### src/rtl/thread_reg_loader.sv
// -----------------------------------------------------------------------------
// thread_reg_loader
//   Collects a serial stream of 32-bit words into a 16-word thread frame and
//   commits it to the thread register file with a one-cycle RegWrite strobe.
//   After the commit the loader holds off for GAP_CYCLES cycles. It then pulses
//   Done and returns to IDLE.
//
// Ports
//   Clk, Rst_n              clock / async active-low reset
//   Start                   begin a new frame (honoured in IDLE only)
//   Abort                   cancel a fill in progress (honoured in FILL only)
//   InData, InValid         serial word stream
//   InReady                 stream handshake, high in FILL
//   WriteData1..16          parallel frame, WriteDataN = Nth accepted word
//   RegWrite                one-cycle commit strobe (COMMIT state)
//   Done                    one-cycle pulse after the post-commit gap
//   Busy                    high in every state except IDLE
//   WordCount               words accepted in the current frame (0..16)
// -----------------------------------------------------------------------------

// One frame word. Written only when the loader selects this lane.
module thread_reg_slot #(
  parameter int VEC_W = 32
) (
  input  logic             Clk,
  input  logic             Rst_n,
  input  logic             i_we,
  input  logic [VEC_W-1:0] i_d,
  output logic [VEC_W-1:0] o_q
);
  always_ff @(posedge Clk or negedge Rst_n) begin
    if (!Rst_n)    o_q <= '0;
    else if (i_we) o_q <= i_d;
  end
endmodule

module thread_reg_loader #(
  parameter int GAP_CYCLES = 1   // 0..7
) (
  input  logic        Clk,
  input  logic        Rst_n,
  input  logic        Start,
  input  logic        Abort,
  input  logic [31:0] InData,
  input  logic        InValid,
  output logic        InReady,
  output logic [31:0] WriteData1,
  output logic [31:0] WriteData2,
  output logic [31:0] WriteData3,
  output logic [31:0] WriteData4,
  output logic [31:0] WriteData5,
  output logic [31:0] WriteData6,
  output logic [31:0] WriteData7,
  output logic [31:0] WriteData8,
  output logic [31:0] WriteData9,
  output logic [31:0] WriteData10,
  output logic [31:0] WriteData11,
  output logic [31:0] WriteData12,
  output logic [31:0] WriteData13,
  output logic [31:0] WriteData14,
  output logic [31:0] WriteData15,
  output logic [31:0] WriteData16,
  output logic        RegWrite,
  output logic        Done,
  output logic        Busy,
  output logic [4:0]  WordCount
);

  localparam int NUM_LANES = 16;
  localparam int VEC_W     = 32;

  typedef enum logic [1:0] {
    S_IDLE   = 2'd0,
    S_FILL   = 2'd1,
    S_COMMIT = 2'd2,
    S_GAP    = 2'd3
  } state_t;

  state_t                             r_state;
  logic [4:0]                         r_count;
  logic [2:0]                         r_gap_cnt;
  logic                               r_done;

  logic                               w_xfer;
  logic [NUM_LANES-1:0]               w_we;
  logic [NUM_LANES-1:0][VEC_W-1:0]    w_frame;

  // InReady is decoded from state, so a transfer is simply FILL && InValid.
  // A word arriving together with Abort is dropped.
  assign w_xfer = (r_state == S_FILL) && InValid && !Abort;

  // Lane select: the word goes to the slot indexed by the current count.
  for (genvar g = 0; g < NUM_LANES; g++) begin : g_we
    assign w_we[g] = w_xfer && (r_count == 5'(g));
  end

  thread_reg_slot #(.VEC_W(VEC_W)) u_slot [NUM_LANES-1:0] (
    .Clk   (Clk),
    .Rst_n (Rst_n),
    .i_we  (w_we),
    .i_d   ({NUM_LANES{InData}}),
    .o_q   (w_frame)
  );

  always_ff @(posedge Clk or negedge Rst_n) begin
    if (!Rst_n) begin
      r_state   <= S_IDLE;
      r_count   <= '0;
      r_gap_cnt <= '0;
      r_done    <= 1'b0;
    end else begin
      r_done <= 1'b0;
      case (r_state)
        S_IDLE: begin
          // Start wins over a coincident Abort here.
          if (Start) begin
            r_state <= S_FILL;
            r_count <= '0;
          end
        end
        S_FILL: begin
          if (Abort) begin
            r_state <= S_IDLE;
            r_count <= '0;
          end else if (InValid) begin
            r_count <= r_count + 5'd1;
            if (r_count == 5'd15) r_state <= S_COMMIT;
          end
        end
        S_COMMIT: begin
          r_gap_cnt <= '0;
          if (GAP_CYCLES == 0) begin
            r_state <= S_IDLE;
            r_count <= '0;
            r_done  <= 1'b1;
          end else begin
            r_state <= S_GAP;
          end
        end
        S_GAP: begin
          if (int'(r_gap_cnt) >= GAP_CYCLES - 1) begin
            r_state <= S_IDLE;
            r_count <= '0;
            r_done  <= 1'b1;
          end else begin
            r_gap_cnt <= r_gap_cnt + 3'd1;
          end
        end
        default: r_state <= S_IDLE;
      endcase
    end
  end

  // Outputs are flop-driven or decoded from the state register only.
  assign InReady   = (r_state == S_FILL);
  assign RegWrite  = (r_state == S_COMMIT);
  assign Busy      = (r_state != S_IDLE);
  assign Done      = r_done;
  assign WordCount = r_count;

  assign WriteData1  = w_frame[0];
  assign WriteData2  = w_frame[1];
  assign WriteData3  = w_frame[2];
  assign WriteData4  = w_frame[3];
  assign WriteData5  = w_frame[4];
  assign WriteData6  = w_frame[5];
  assign WriteData7  = w_frame[6];
  assign WriteData8  = w_frame[7];
  assign WriteData9  = w_frame[8];
  assign WriteData10 = w_frame[9];
  assign WriteData11 = w_frame[10];
  assign WriteData12 = w_frame[11];
  assign WriteData13 = w_frame[12];
  assign WriteData14 = w_frame[13];
  assign WriteData15 = w_frame[14];
  assign WriteData16 = w_frame[15];

endmodule

### config.mk
export PLATFORM = sky130hd
export DESIGN_NAME = thread_reg_loader
export DESIGN_NICKNAME = d
export VERILOG_FILES = /design/src/rtl/thread_reg_loader.sv
export SDC_FILE = /design/constraint.sdc
export NUM_CORES = 1
export LEC_CHECK = 0
export CORE_UTILIZATION = 43
export CTS_BUF_LIST = sky130_fd_sc_hd__clkbuf_2
export DETAILED_ROUTE_END_ITERATION = 10
export PLACE_DENSITY_LB_ADDON = 0.2
export SETUP_SLACK_MARGIN = 0.4
export SLEW_MARGIN = 20
export SYNTH_ARGS = -nofsm -noshare
export SYNTH_HDL_FRONTEND = slang
export SYNTH_SLANG_ARGS = --single-unit
### constraint.sdc
create_clock -name Clk -period 3.6 [get_ports Clk]
set_clock_uncertainty 0.15 [all_clocks]
set_input_delay 0.54 -clock Clk [delete_from_list [all_inputs] [get_ports Clk]]
set_output_delay 0.54 -clock Clk [all_outputs]
set_load 0.02 [all_outputs]
==> summary.txt <==
Yosys
  • Flops & latches, synth: 520
  • Largest family of logic cells by synthesized area: multiplexers
  • Mux contribution to synthesized area: 29.5%
  • Post-synth top area share: 66.4%
  • Adder-Cell Fraction of Synth Area: 0.319%
  • Top cell type by total area after synthesis: dfrtp_1
  • Main area contributors after synthesis: dfrtp_1, mux2_2, mux2_1, buf_2, clkbuf_1
  • Syn. warnings: 0
  • Synth Area in Compound Gates: 0.319%
  • Synth Cell Area: 0.0196 mm²
  • EDFF count, synth: 0
  • Main flop type after synthesis: dfrtp_1
  • Mapped Nets: 1220
  • Syn_area_per_cell: 16.6 µm²
  • Simple-gate area share of the yosys netlist: 1.37%
  • Post-synth ARST share: 100%
  • Count of different cell masters after synthesis: 31
  • Sequential share of the synthesized area: 66.4%
  • Cells after Synth: 1178
  • XOR/XNOR Fraction of Synth Area: 0%

Route
  • Routed len/inst: 23.7 µm
  • DR vias/cell: 5.07
  • DR pass1 iterations: 4
  • Routed Antenna Nets: 0
  • Via count: 12700
  • # DRC: 0
  • Initial DRC count: 551
  • DRT Wirelength: 59.5 mm

Placed design
  • Placed cell count: 2269
  • Gpl congestion: 0.827
  • PortBufs: 557
  • Placed Area: 0.0259 mm²
  • Hpwl dp: 40.8 mm

Critical path
  • Buf/Inv on CP: 1
  • CP max stage cell: clkdlybuf4s50_1
  • Crit path depth: 1
  • Critical path start-end classification: reg2out
  • Arrival time at the worst endpoint: 2.22 ns
  • WP data required: 2.91 ns
  • Element type at the critical path end: output pin
  • CP peak stage delay: 0.64 ns
  • Crit path max-delay family: buffers and inverters
  • Crit-path max FO: 2
  • Critical-path cell list: clkdlybuf4s50_1
  • CP Launch Type: register
  • Worst r2r path cells: 4

Timing
  • Slew @ Worst Pin: 0.937 ns
  • Setup TNS: 0 ns
  • Hold WS: 0.328 ns
  • Slew HR: 37.3%
  • FMAX: 344 MHz
  • Final setup violation count: 0
  • RSZ-0062 raised after global routing: no
  • Post-route minimum period: 2.91 ns
  • Final Max Tran Viols: 0
  • Fin. Hold Viols: 0
  • Fin crit share: 80.8%

Global routing
  • Antenna violations before repair: 2
  • Largest net degree at the start of global routing: 117
  • Global-route wire length before repair: 88.2 mm
  • Vias in the first global route: 13400
  • GRT overflow: 0
  • GRT Total Usage: 26.1%

Die
  • Num rows: 77
  • I/O pin total: 558
  • Die area: 0.0464 mm²
  • Core area: 0.0446 mm²
  • Die W: 215 µm
  • Initial Util: 43.9%
  • Die Height: 215 µm

Cells and area
  • Post-Layout Cell Count: 2507
  • Post-route cell area: 0.0272 mm²
  • Layout cells sized above 1: 39.5%
  • Nets@finish: 1870
  • Synth-to-Final Area Change: 38.7%

Clock tree
  • CTS tree: yes
  • Root Driver: clkbuf_2
  • Register clock-pin slew on the reported worst setup and hold paths: 0.09 ns
  • Clock Sinks: 520
  • Number of CTS-inserted buffers: 137
  • Worst skew pair latency: 1.19 ns
  • H-tree level count: 4
  • CTS Buffer Depth: 3

Power
  • Peak VDD IR: 0.295 mV
  • Leakage power: 0.0136 µW
  • Pwr/cell area: 474 mW/mm²
  • Final Power: 12900 µW

Run
  • Max-Cap Viols: 0

Run status
  • Outcome: complete, no violations

Worst hold path
  • Min-Delay Path Depth: 2
  • Worst hold-check path type: in2reg
==> flip-flops by register name (all words and copies together), names as in the netlist, named ones only <==
register and count:
Done 1, WordCount 5, r_state 1, u_slot.o_q 512
==> area by class of cell <==
| cell class | instances | area (µm²) |
|---|---|---|
| clock buffer | 204 | 1020 |
| sequential | 520 | 13000 |
| multi-input combinational | 568 | 6200 |
| tap | 592 | 741 |
| inverter | 5 | 18.8 |
| fill | 3587 | 17500 |
| antenna | 5 | 12.5 |
| clock inverter | 17 | 143 |
| timing repair buffer | 596 | 6000 |
==> repair_timing <==
| action | 4_1_cts | 5_1_grt |
|---|---|---|
| hold buffers | 9 | 0 |
| setup endpoints to repair | 41 | 1 |
| buffers inserted | 3 | 0 |
| gates resized for setup | 48 | 2 |
| endpoints found under the hold margin | 526 | 0 |
==> worst register-to-register path, cell delays in order (launching register included) <==
cell and delay (ns):
dfrtp_2 0.43, buf_4 0.18, nor4_2 0.45, nand2_2 0.62
mux2_1 0.53
==> synthesized netlist by cell type, types with 2 or more instances <==
library cell  instances
dfrtp_1             520
o21ai_0               2
nor2_1                5
a22o_1                2
nor2b_1               3
and4b_1               3
ha_1                  5
nand4_1               4
nor3b_1               2
nand3_1               2
nand2_1              12
nor4b_2               2
inv_1                 5
clkbuf_1             35
buf_2                49
mux2_2              490
mux2_1               23
==> stage by stage <==
stage / util [%] / setup slack (ns)
after global placement: 58.0 / 0.848
after global routing: 60.9 / 0.448
after CTS: 60.9 / 0.190
after floorplan: - / 1.55
after detailed placement: 58.0 / 0.776
final: 60.9 / 0.690
==> where the power goes <==
| group | switching [µW] | internal, µW |
|---|---|---|
| clock | 2320 | 1690 |
| combinational | 1240 | 1110 |
| sequential | 231 | 6270 |
==> kinds of logic (layout without fill, tap and decap cells) <==
logic type	Yosys count	count (layout)
mux	513	513
flops	520	520
compound gates	8	8
fa+ha+maj	5	5
simple gates	42	42
buf+inv	90	822
other cells	0	5
==> placed cells by master, fill, tap and decap left out, drive strengths merged, types with 4 or more instances in the layout <==
master and instances:
nand2 12, clkdlybuf4s50 515, dlygate4sd2 38, dfrtp 520, inv 10, mux2 513
buf 32, clkbuf 205, dlygate4sd3 8, clkinv 9, ha 5, diode 5
nor2 5, nand4 4
==> worst paths after layout <==
path	startpoint	end	slack [ns]
setup / recovery	u_slot[6].o_q[1]	WriteData7[1]	0.69
hold / removal	InData[25]	u_slot[10].o_q[25]	0.33
setup reg to reg	register	u_slot[1].o_q[31]	1.11
min in group asynchronous	Rst_n	u_slot[2].o_q[9]	0.35
max in group asynchronous	Rst_n	u_slot[12].o_q[13]	1.92
hold reg to reg	u_slot[10].o_q[15]	u_slot[10].o_q[15]	0.34
==> metal layers <==
layer,share of wire [%],wire (µm),vias up,global-route usage (%)
met1,40,23500,6630,30.7
met5,0,0,-,0
li1,-,-,5517,-
met4,2.5,1490,0,12.5
met2,50,29500,491,42.1
met3,8.4,4990,75,9.85
No activity file was read; power rests on OpenSTA's default activity.
